$ cat src/rtl/piso_serializer.sv
// ----------------------------------------------------------------------------
// piso_serializer
//
// Parallel-in serial-out transmitter. A WIDTH-bit word is accepted through a
// valid/ready handshake and sent one bit per shift_en edge, LSB-first or
// MSB-first. The frame drives a serial-in shift register directly:
//   - dout is that register's data input.
//   - tx_sl drives its shift-left control. Data enters at the MSB and moves
//     toward bit 0, which suits an LSB-first frame.
//   - tx_sr drives its shift-right control. Data enters at bit 0 and moves
//     toward the MSB, which suits an MSB-first frame.
// A new word may be accepted on the last-bit edge, so frames stream with no
// idle bit between them.
//
// Ports
//   clk         in   clock, rising edge
//   reset       in   asynchronous, active-high reset
//   load_valid  in   load_data / lsb_first valid this cycle
//   load_ready  out  a word can be accepted this cycle (depends on shift_en)
//   load_data   in   [WIDTH-1:0] word to transmit
//   lsb_first   in   bit order captured with the word (1: bit 0 first)
//   shift_en    in   bit-rate enable, one bit consumed per enabled edge
//   dout        out  current serial bit, stable across stalls
//   dout_valid  out  dout is consumed at the next edge
//   tx_sl       out  receiver shift-left control (LSB-first frame)
//   tx_sr       out  receiver shift-right control (MSB-first frame)
//   busy        out  frame in progress
//   done        out  one-cycle pulse after the final bit is consumed
// ----------------------------------------------------------------------------
module piso_serializer #(
    parameter int unsigned WIDTH = 8
) (
    input  logic             clk,
    input  logic             reset,
    input  logic             load_valid,
    output logic             load_ready,
    input  logic [WIDTH-1:0] load_data,
    input  logic             lsb_first,
    input  logic             shift_en,
    output logic             dout,
    output logic             dout_valid,
    output logic             tx_sl,
    output logic             tx_sr,
    output logic             busy,
    output logic             done
);

    localparam int unsigned CNT_W = $clog2(WIDTH);

    typedef enum logic {
        IDLE  = 1'b0,
        SHIFT = 1'b1
    } state_t;

    state_t             state_q;
    logic [WIDTH-1:0]   shreg_q;
    logic [CNT_W-1:0]   cnt_q;
    logic               dir_q;
    logic               done_q;

    logic               shifting;
    logic               last_bit;
    logic               bit_taken;
    logic               accept;

    // Frame status and the handshake. Only registers and shift_en feed the
    // outputs; load_valid and load_data only reach the state registers.
    always_comb begin
        shifting  = (state_q == SHIFT);
        last_bit  = (cnt_q == CNT_W'(WIDTH - 1));
        bit_taken = shifting && shift_en;
        accept    = load_valid && load_ready;
    end

    // Output decode. In IDLE every output is 0 except load_ready.
    always_comb begin
        load_ready = !shifting || (last_bit && shift_en);
        busy       = shifting;
        dout       = 1'b0;
        if (shifting) begin
            dout = dir_q ? shreg_q[0] : shreg_q[WIDTH-1];
        end
        dout_valid = bit_taken;
        tx_sl      = bit_taken && dir_q;
        tx_sr      = bit_taken && !dir_q;
        done       = done_q;
    end

    // Frame state machine and datapath. A load accepted on the last-bit edge
    // takes priority over the final shift, so the next frame starts at once.
    always_ff @(posedge clk or posedge reset) begin
        if (reset) begin
            state_q <= IDLE;
            shreg_q <= '0;
            cnt_q   <= '0;
            dir_q   <= 1'b0;
            done_q  <= 1'b0;
        end else begin
            done_q <= bit_taken && last_bit;
            if (accept) begin
                state_q <= SHIFT;
                shreg_q <= load_data;
                dir_q   <= lsb_first;
                cnt_q   <= '0;
            end else if (bit_taken) begin
                // Move the next bit to the outgoing end, zero-filling behind it.
                shreg_q <= dir_q ? {1'b0, shreg_q[WIDTH-1:1]}
                                 : {shreg_q[WIDTH-2:0], 1'b0};
                cnt_q   <= cnt_q + CNT_W'(1);
                if (last_bit) begin
                    state_q <= IDLE;
                end
            end
        end
    end

endmodule

$ cat config.mk
export PLATFORM = sky130hd
export DESIGN_NAME = piso_serializer
export DESIGN_NICKNAME = d
export VERILOG_FILES = /design/src/rtl/piso_serializer.sv
export SDC_FILE = /design/constraint.sdc
export NUM_CORES = 1
export LEC_CHECK = 0
export BUFFER_PORTS_ARGS = -buffer_cell sky130_fd_sc_hd__buf_2
export CORE_MARGIN = 8
export CORE_UTILIZATION = 43
export DETAILED_ROUTE_END_ITERATION = 16
export PLACE_DENSITY = 0.67
export SLEW_MARGIN = 25
export SYNTH_ARGS = -nofsm -noshare
export SYNTH_HDL_FRONTEND = slang
export SYNTH_SLANG_ARGS = --single-unit
$ cat constraint.sdc
create_clock -name clk -period 2.72 [get_ports clk]
set_input_delay 0.544 -clock clk [delete_from_list [all_inputs] [get_ports clk]]
set_output_delay 0.544 -clock clk [all_outputs]
set_load 0.02 [all_outputs]
==> results of run 1 <==
-- registers in the layout, summed over array words and instances, names as in the netlist --
name     count
done         1
busy         1
cnt_q        3
shreg_q      8
dir_q        1
-- through the flow --
stage / std cells / hold slack (ps) / setup slack, ps
6_report: 108 / 291 / 689
4_1_cts: 108 / 307 / 680
3_3_place_gp: 105 / 527 / 901
3_5_place_dp: 105 / 524 / 854
2_1_floorplan: 73 / 433 / 998
5_1_grt: 108 / 322 / 576
-- cells by family after synthesis --
family                   synth area share (%)
AO/OA/AOI/OAI                            13.2
AND/OR/NAND/NOR                          11.9
multiplexers                             20.1
flip-flops                               46.2
buffers and inverters                    4.12
adder cells (fa/ha/maj)                  3.30
XOR/XNOR                                 1.16
-- layout make-up --
| cell class | count | area, sq um | area share, % |
|---|---|---|---|
| multi-input cells | 53 | 377 | 43.1 |
| flip-flops and latches | 14 | 350 | 40.1 |
| repair buffers | 19 | 95.1 | 10.9 |
| clock buffers | 3 | 22.5 | 2.58 |
| well taps | 17 | 21.3 | 2.44 |
| inverters | 2 | 7.51 | 0.860 |
-- worst paths after layout --
kind                       cells past startpoint  slack [ps]         end  startpoint
setup / recovery                               3         690  dout_valid        busy
hold / removal                                 2         290    cnt_q[1]       reset
setup reg to reg                               5         970  shreg_q[4]    cnt_q[0]
hold reg to reg                                2         540    cnt_q[1]    cnt_q[1]
max in group asynchronous                      2        2070  shreg_q[3]       reset
min in group clk                               2         490       dir_q   lsb_first
-- worst max-delay path, cell delays in order, from the launching register on --
cell and delay, ps:
dfrtp_1 570, nand2_1 230, inv_2 210, buf_2 200
-- cells in the mapped netlist (2+ instances only) --
master | n | area share, %
a21oi_1 | 16 | 11
dfrtp_1 | 14 | 46
mux2i_1 | 7 | 9.2
mux2_2 | 6 | 8.9
nand2_1 | 6 | 3.0
and3_1 | 2 | 1.6
clkbuf_1 | 2 | 0.99
ha_1 | 2 | 3.3
nand3_1 | 2 | 1.3
nor2_1 | 2 | 0.99
-- power by group through the flow --
stage                     Clock [W]  Combinational [W]  Sequential, W
final                      0.000111           0.000343       0.000392
after global placement            0           0.000337       0.000392
after floorplan                   0           0.000306       0.000350
after detailed placement          0           0.000347       0.000395
after CTS                  0.000116           0.000348       0.000390
after global routing       0.000124           0.000386       0.000404
-- per-layer routing --
metal  vias to the layer above  global-route usage (%)
met5                         -                       0
li1                        297                       -
met1                       274                    10.0
met2                        19                    16.2
met3                         4                    4.86
met4                         0                    6.99
==> flow_summary.ini, run 1 <==
[power]
total_power_w = 0.000846
seqPwrFrac_pct = 46.4
sw_frac_of_total_pct = 36.9
netSwitchingPower_w = 0.000312
clockPowerShare_pct = 13.1
powerDensity_nw_per_um2 = 968
combPwrFrac_pct = 40.5
p_leak_nw = 0.423
vdd_drop_max_uv = 450
intPower_w = 0.000533

[synth]
synthFlopType = dfrtp_1
synth_edf_count = 0
ys_ff_latch = 14
synthArstFlopShare_pct = 100
syn_nets = 88
syn_area_per_cell_sq_um = 10.4
ys_seq_area_share_pct = 46.2
syn-instance-count = 73
synth_cell_types = 24
synth_area_sq_um = 758
ys_warn_count = 0

[floorplanning]
start_util_pct = 44.9
core_area_sq_um = 1690
num_rows = 15
fp.dieH_um = 58.0
io_pins = 20
die_w_um = 58.0
die-area_sq_um = 3360

[global_route]
grt_pass1_wl_um = 2620
first_global_vias = 622
antenna_found_initial = 0
grt_start_max_net_pins = 15
gr-usage-all-layers_pct = 10.1
grt_overflow = 0

[final_layout]
areaGrowthSynthToFinish_pct = 15.2
design_area_sq_um = 873
layout_commonest_cell = buf_2
final_nets = 108
fill_cells = 168
final_util_pct = 51.7
layout_common_cells = 19 x buf_2, 16 x a21oi_1, 14 x dfrtp_1, 7 x mux2i_1
drive_gt1_share_pct = 34.1
n_antenna_cell = 0

[detailed_routing]
wl_met1_um = 636
vias = 594
drtIter0Drc = 6
post_drt_via_cell_ratio = 5.50
first_pass_iters = 4
avgRoutedWirePerCell_um = 14.2
wl_met3_um = 111
ant_nets = 0
met2_length_um = 751
drt-total-wl_um = 1540
drc = 0
highest_layer = met4

[sta]
timing_hold_violations_final = 0
finClkSkew_ps = 7.72
tightestPinTransition_ps = 530
timing.final.crit_share_pct = 74.7
drv_slew = 0
fin_tns_setup_ps = 0
slew_headroom_pct = 64.6
rsz0062_at_grt = false
fmax_mhz = 492
setup_violations = 0
min_period_ps = 2030

[worst_setup_path]
arrival_ps = 1490
cp-start-kind = register
path_max_fanout = 14
required_ps = 2180
crit_path_end_kind = output pin
criticalPathCategory = reg -> out

[placement]
gp_congestion = 0.797
placed_area_sq_um = 851
hpwl_um = 1210
io_buffers = 19

[cts]
clock-root-buffer = clkbuf_4
cts_tree = yes
clk_latency_ps = 280
cts_max_path_buffers = 2
clk_pin_slew_ps = 80
ctsResizeCount = 0
cts_buffers = 3
cts_hold_buffers = 0
clkSinkCount = 14
post_cts_buffers = 0
cts_max_level = 1

[status]
status = finished clean

[job]
max_cap_violations = 0

[min_path]
hold_class = in -> async
Note: power is estimated with default switching activity, not from simulation.
==> run 2, diff against run 1 <==
clock period = 2 ns   (was 2.72 ns; I/O delays follow)
==> run 2 against run 1 <==
Net effect: via count down 0.51%; clock skew shrank 3.1 ps; clock power is 81% higher.
==> flow_summary.ini, run 2 (synthesized netlist as in run 1, its figures left out) <==
[sta]
fmax_mhz = 528
timing.final.crit_share_pct = 94.7
tightestPinTransition_ps = 545
setup_violations = 0
rsz0062_at_grt = false
finClkSkew_ps = 4.63
fin_tns_setup_ps = 0
layout_setup_ws_ps = 105
min_period_ps = 1890
slew_headroom_pct = 63.6
drv_slew = 0
timing_hold_violations_final = 0

[floorplanning]
core_area_sq_um = 1690
io_pins = 20
num_rows = 15
fp.dieH_um = 58.0
die_w_um = 58.0
start_util_pct = 44.9
die-area_sq_um = 3360

[global_route]
grt_pass1_wl_um = 2530
first_global_vias = 558
gr-usage-all-layers_pct = 9.68
antenna_found_initial = 0
grt_start_max_net_pins = 15
grt_overflow = 0

[min_path]
hold_class = in -> async

[worst_setup_path]
required_ps = 1600
rr_worst_depth = 5
r2r_slack_ps = 260
criticalPathCategory = reg -> out
crit_start = cnt_q[0]
crit_path_end_kind = output pin
reg2reg_from = cnt_q[0]
path_max_fanout = 6
arrival_ps = 1490
r2r_end = shreg_q[6]
cp-start-kind = register
endpoint = load_ready

[cts]
post_cts_buffers = 0
cts_buffers = 3
clk_latency_ps = 280
cts_max_level = 1
cts_tree = yes
ctsResizeCount = 0
cts_max_path_buffers = 2
clock-root-buffer = clkbuf_4
clk_pin_slew_ps = 90
clkSinkCount = 14
cts_hold_buffers = 0

[status]
status = finished clean

[detailed_routing]
first_pass_iters = 4
post_drt_via_cell_ratio = 5.37
drt-total-wl_um = 1530
vias = 591
drtIter0Drc = 15
avgRoutedWirePerCell_um = 13.9
drc = 0
ant_nets = 0

[power]
total_power_w = 0.00120
seqPwrFrac_pct = 43.6
sw_frac_of_total_pct = 35.6
p_leak_nw = 0.434
combPwrFrac_pct = 39.6
clockPowerShare_pct = 16.8
vdd_drop_max_uv = 547
powerDensity_nw_per_um2 = 1340
intPower_w = 0.000770
netSwitchingPower_w = 0.000426

[final_layout]
drive_gt1_share_pct = 35.5
n_antenna_cell = 0
layout_commonest_cell = buf_2
top_register = shreg_q
areaGrowthSynthToFinish_pct = 18.0
final_nets = 109
design_area_sq_um = 895
largest_reg_flops = 8
layout_common_cells = 19 x buf_2, 16 x a21oi_1, 14 x dfrtp_1, 7 x mux2i_1
top_regs = shreg_q x8, cnt_q x3

[placement]
io_buffers = 19
hpwl_um = 1160
placed_area_sq_um = 858
pre_cts_ws_ps = 256
gp_congestion = 0.762

[job]
max_cap_violations = 0
[run 2: changes by cell type in the layout (fill, tap and decap cells not counted)]
cell,previous run,this run
buf_4,0,1
clkbuf_8,0,1
[run 2: cell type report]
class | count | area [sq um]
multi-input combinational | 53 | 377
tap | 17 | 21.3
fill | 157 | 795
timing repair buffer | 20 | 103
clock buffer | 4 | 36.3
sequential | 14 | 350
inverter | 2 | 7.51
[run 2: power groups by stage]
| stage | clock network [W] | registers, W | logic, W |
|---|---|---|---|
| 4_1_cts | 0.000206 | 0.000519 | 0.000478 |
| 5_1_grt | 0.000223 | 0.000537 | 0.000533 |
| 3_3_place_gp | 0 | 0.000524 | 0.000468 |
| 2_1_floorplan | 0 | 0.000476 | 0.000416 |
| 6_report | 0.000201 | 0.000522 | 0.000473 |
| 3_5_place_dp | 0 | 0.000527 | 0.000477 |
[run 2: worst min-delay path by stage]
stage	start	to	slack, ps	cells after the start
finish	reset	shreg_q[2]	150	2
global route	reset	cnt_q[1]	170	2
CTS	reset	shreg_q[2]	170	2
detailed placement	reset	cnt_q[1]	470	2
global placement	reset	cnt_q[1]	470	2
floorplan	reset	busy	290	1
[run 2: worst max-delay path, cell delays in order, from the launching register on]
cell and delay (ps):
dfrtp_1 400, ha_1 200, ha_1 190, a21bo_2 250, buf_2 170
[run 2: metal layers]
| layer | track usage, % | vias to the layer above | wire length, um |
|---|---|---|---|
| met2 | 15.3 | 10 | 736 |
| met4 | 6.29 | 0 | 10 |
| met1 | 11.2 | 276 | 717 |
| met3 | 2.65 | 2 | 68 |
| met5 | 0 | - | 0 |
| li1 | - | 303 | - |
[run 2: metrics by stage]
stage          cells  utilization, %  hold WS, ps
2_1_floorplan     73               -          289
3_3_place_gp     106            50.8          465
3_5_place_dp     106            50.8          470
4_1_cts          110            53.0          165
5_1_grt          110            53.0          172
6_report         110            53.0          152
==> run 3, diff against run 2 <==
ABC_AREA = 1   (was not set)
SKIP_CTS_REPAIR_TIMING = 1   (was not set)
==> run 3 against run 2 <==
Net effect: sequential share of layout area down 0.33 points; core utilization is 0.72 points lower; power grew 2.7%; combinational power increased by 22%; critical path type unchanged.
==> flow_summary.ini, run 3 <==
[synth]
syn-instance-count = 105
synth_top_area_share_pct = 44.0
syn_area_per_cell_sq_um = 7.59
yosys-top-cells-count = 36 x nand2_1, 26 x nand3_1, 14 x dfrtp_1
yosysMostFrequentCell = nand2_1
synth_edf_count = 0
synthArstFlopShare_pct = 100
ys_ff_latch = 14
synth.largest_area_cell = dfrtp_1
ys_seq_area_share_pct = 44.0
ys_warn_count = 0
netlist_top_cells_area = dfrtp_1 44%, nand2_1 17%, nand3_1 16%, buf_4 4.7%, ha_1 3.1%
synth_area_sq_um = 797
syn_nets = 120
synthFlopType = dfrtp_1
synth_cell_types = 15

[worst_setup_path]
required_ps = 1600
r2r_end = shreg_q[7]
rr_worst_depth = 8
path_max_fanout = 12
endpoint = load_ready
crit_start = cnt_q[0]
criticalPathCategory = reg -> out
arrival_ps = 1460
cp-start-kind = register
reg2reg_from = cnt_q[0]
r2r_slack_ps = 380
crit_path_end_kind = output pin

[placement]
gp_congestion = 0.779
io_buffers = 19
placed_cells = 143
placed_area_sq_um = 875
pre_cts_ws_ps = 345
hpwl_um = 1230

[sta]
fmax_mhz = 537
layout_setup_ws_ps = 138
finClkSkew_ps = 0.728
timing.final.crit_share_pct = 93.1
rsz0062_at_grt = false
setup_violations = 0
drv_slew = 0
slew_headroom_pct = 64.9
hold_ws_ps = 153
tightestPinTransition_ps = 526
min_period_ps = 1860
timing_hold_violations_final = 0
fin_tns_setup_ps = 0

[cts]
clkSinkCount = 14
cts_tree = yes
clk_pin_slew_ps = 80
clk_latency_ps = 270
cts_max_path_buffers = 2
cts_max_level = 1
cts_buffers = 3
clock-root-buffer = clkbuf_4

[final_layout]
layout_commonest_cell = nand2_1
layout_common_cells = 36 x nand2_1, 26 x nand3_1, 19 x buf_2, 14 x dfrtp_1
n_antenna_cell = 0
design_area_sq_um = 902
largest_reg_flops = 8
top_regs = shreg_q x8, cnt_q x3
finalNonFillerCells = 146
top_register = shreg_q
areaGrowthSynthToFinish_pct = 13.2
final_nets = 138
drive_gt1_share_pct = 24.0

[global_route]
grt_overflow = 0
grt_start_max_net_pins = 22
met3_usage_pct = 2.39
gr-usage-all-layers_pct = 10.6
antenna_found_initial = 0
grt_util_met2_pct = 16.8
grt_pass1_wl_um = 2910
use_met1_pct = 13.6
first_global_vias = 696
top_usage_layer = met2

[floorplanning]
fp.dieH_um = 59.1
core_area_sq_um = 1730
start_util_pct = 46.2
io_pins = 20
die_w_um = 59.1
num_rows = 15
die-area_sq_um = 3490

[job]
max_cap_violations = 0

[power]
seqPwrFrac_pct = 40.7
combPwrFrac_pct = 46.8
intPower_w = 0.000672
p_leak_nw = 0.505
powerDensity_nw_per_um2 = 1360
vdd_drop_max_uv = 597
sw_frac_of_total_pct = 45.3
clockPowerShare_pct = 12.6
netSwitchingPower_w = 0.000557

[min_path]
hold_class = in -> async

[detailed_routing]
drtIter0Drc = 13
post_drt_via_cell_ratio = 4.81
drc = 0
first_pass_iters = 4
vias = 702
avgRoutedWirePerCell_um = 11.4
ant_nets = 0
drt-total-wl_um = 1660

[status]
status = finished clean
-- run 3: cell types whose count changed after synthesis, sizes merged, moves of 2 or more --
cell	before	now
a21oi	16	2
and3	2	0
buf	2	6
clkbuf	2	0
inv	2	6
mux2	7	0
mux2i	7	0
nand2	6	39
nand3	2	26
nand3b	0	2
nor2	2	6
-- run 3: worst min path at each step --
stage	slack, ps	cells after the start	end	from
after floorplan	290	1	busy	reset
after global placement	460	2	done	reset
after detailed placement	460	2	done	reset
after CTS	170	2	done	reset
after global routing	210	2	shreg_q[1]	reset
final	150	2	done	reset
-- run 3: cell families after synthesis --
kind of cell | after synthesis | synth area share (%)
DFF | 14 | 44.0
buffers and inverters | 12 | 8.95
xor gates and xnor gates | 1 | 1.10
adders and majority gates | 2 | 3.14
and+or+nand+nor | 73 | 41.0
AOI/OAI and AO/OA | 3 | 1.88
-- run 3: layout make-up --
| type | count | area (sq um) |
|---|---|---|
| clock buffer | 3 | 22.5 |
| sequential | 14 | 350 |
| timing repair buffer | 19 | 95.1 |
| fill | 192 | 825 |
| multi-input combinational | 79 | 380 |
| tap | 25 | 31.3 |
| inverter | 6 | 22.5 |
-- run 3: per-stage QoR --
step           total power, W  util, %
2_1_floorplan        0.000971        -
3_3_place_gp          0.00107     50.7
3_5_place_dp          0.00108     50.7
4_1_cts               0.00124     52.0
5_1_grt               0.00136     52.2
6_report              0.00123     52.2
-- run 3: critical path: stages, from the launching register on --
cell	delay (ps)
dfrtp_1	410
ha_1	200
ha_1	180
nand2_1	100
nand2_4	110
buf_2	180
-- run 3: per-layer routing --
| metal | wire (um) | share of wire (%) |
|---|---|---|
| met5 | 0 | 0 |
| met2 | 772 | 47 |
| met3 | 122 | 7.4 |
| met4 | 14 | 0.84 |
| met1 | 749 | 45 |
-- run 3: power groups by stage --
stage	Combinational [W]	Clock, W	Sequential (W)
after floorplan	0.000499	0	0.000472
after CTS	0.000578	0.000161	0.000497
after detailed placement	0.000575	0	0.000503
after global placement	0.000571	0	0.000500
final	0.000575	0.000154	0.000499
after global routing	0.000678	0.000169	0.000517
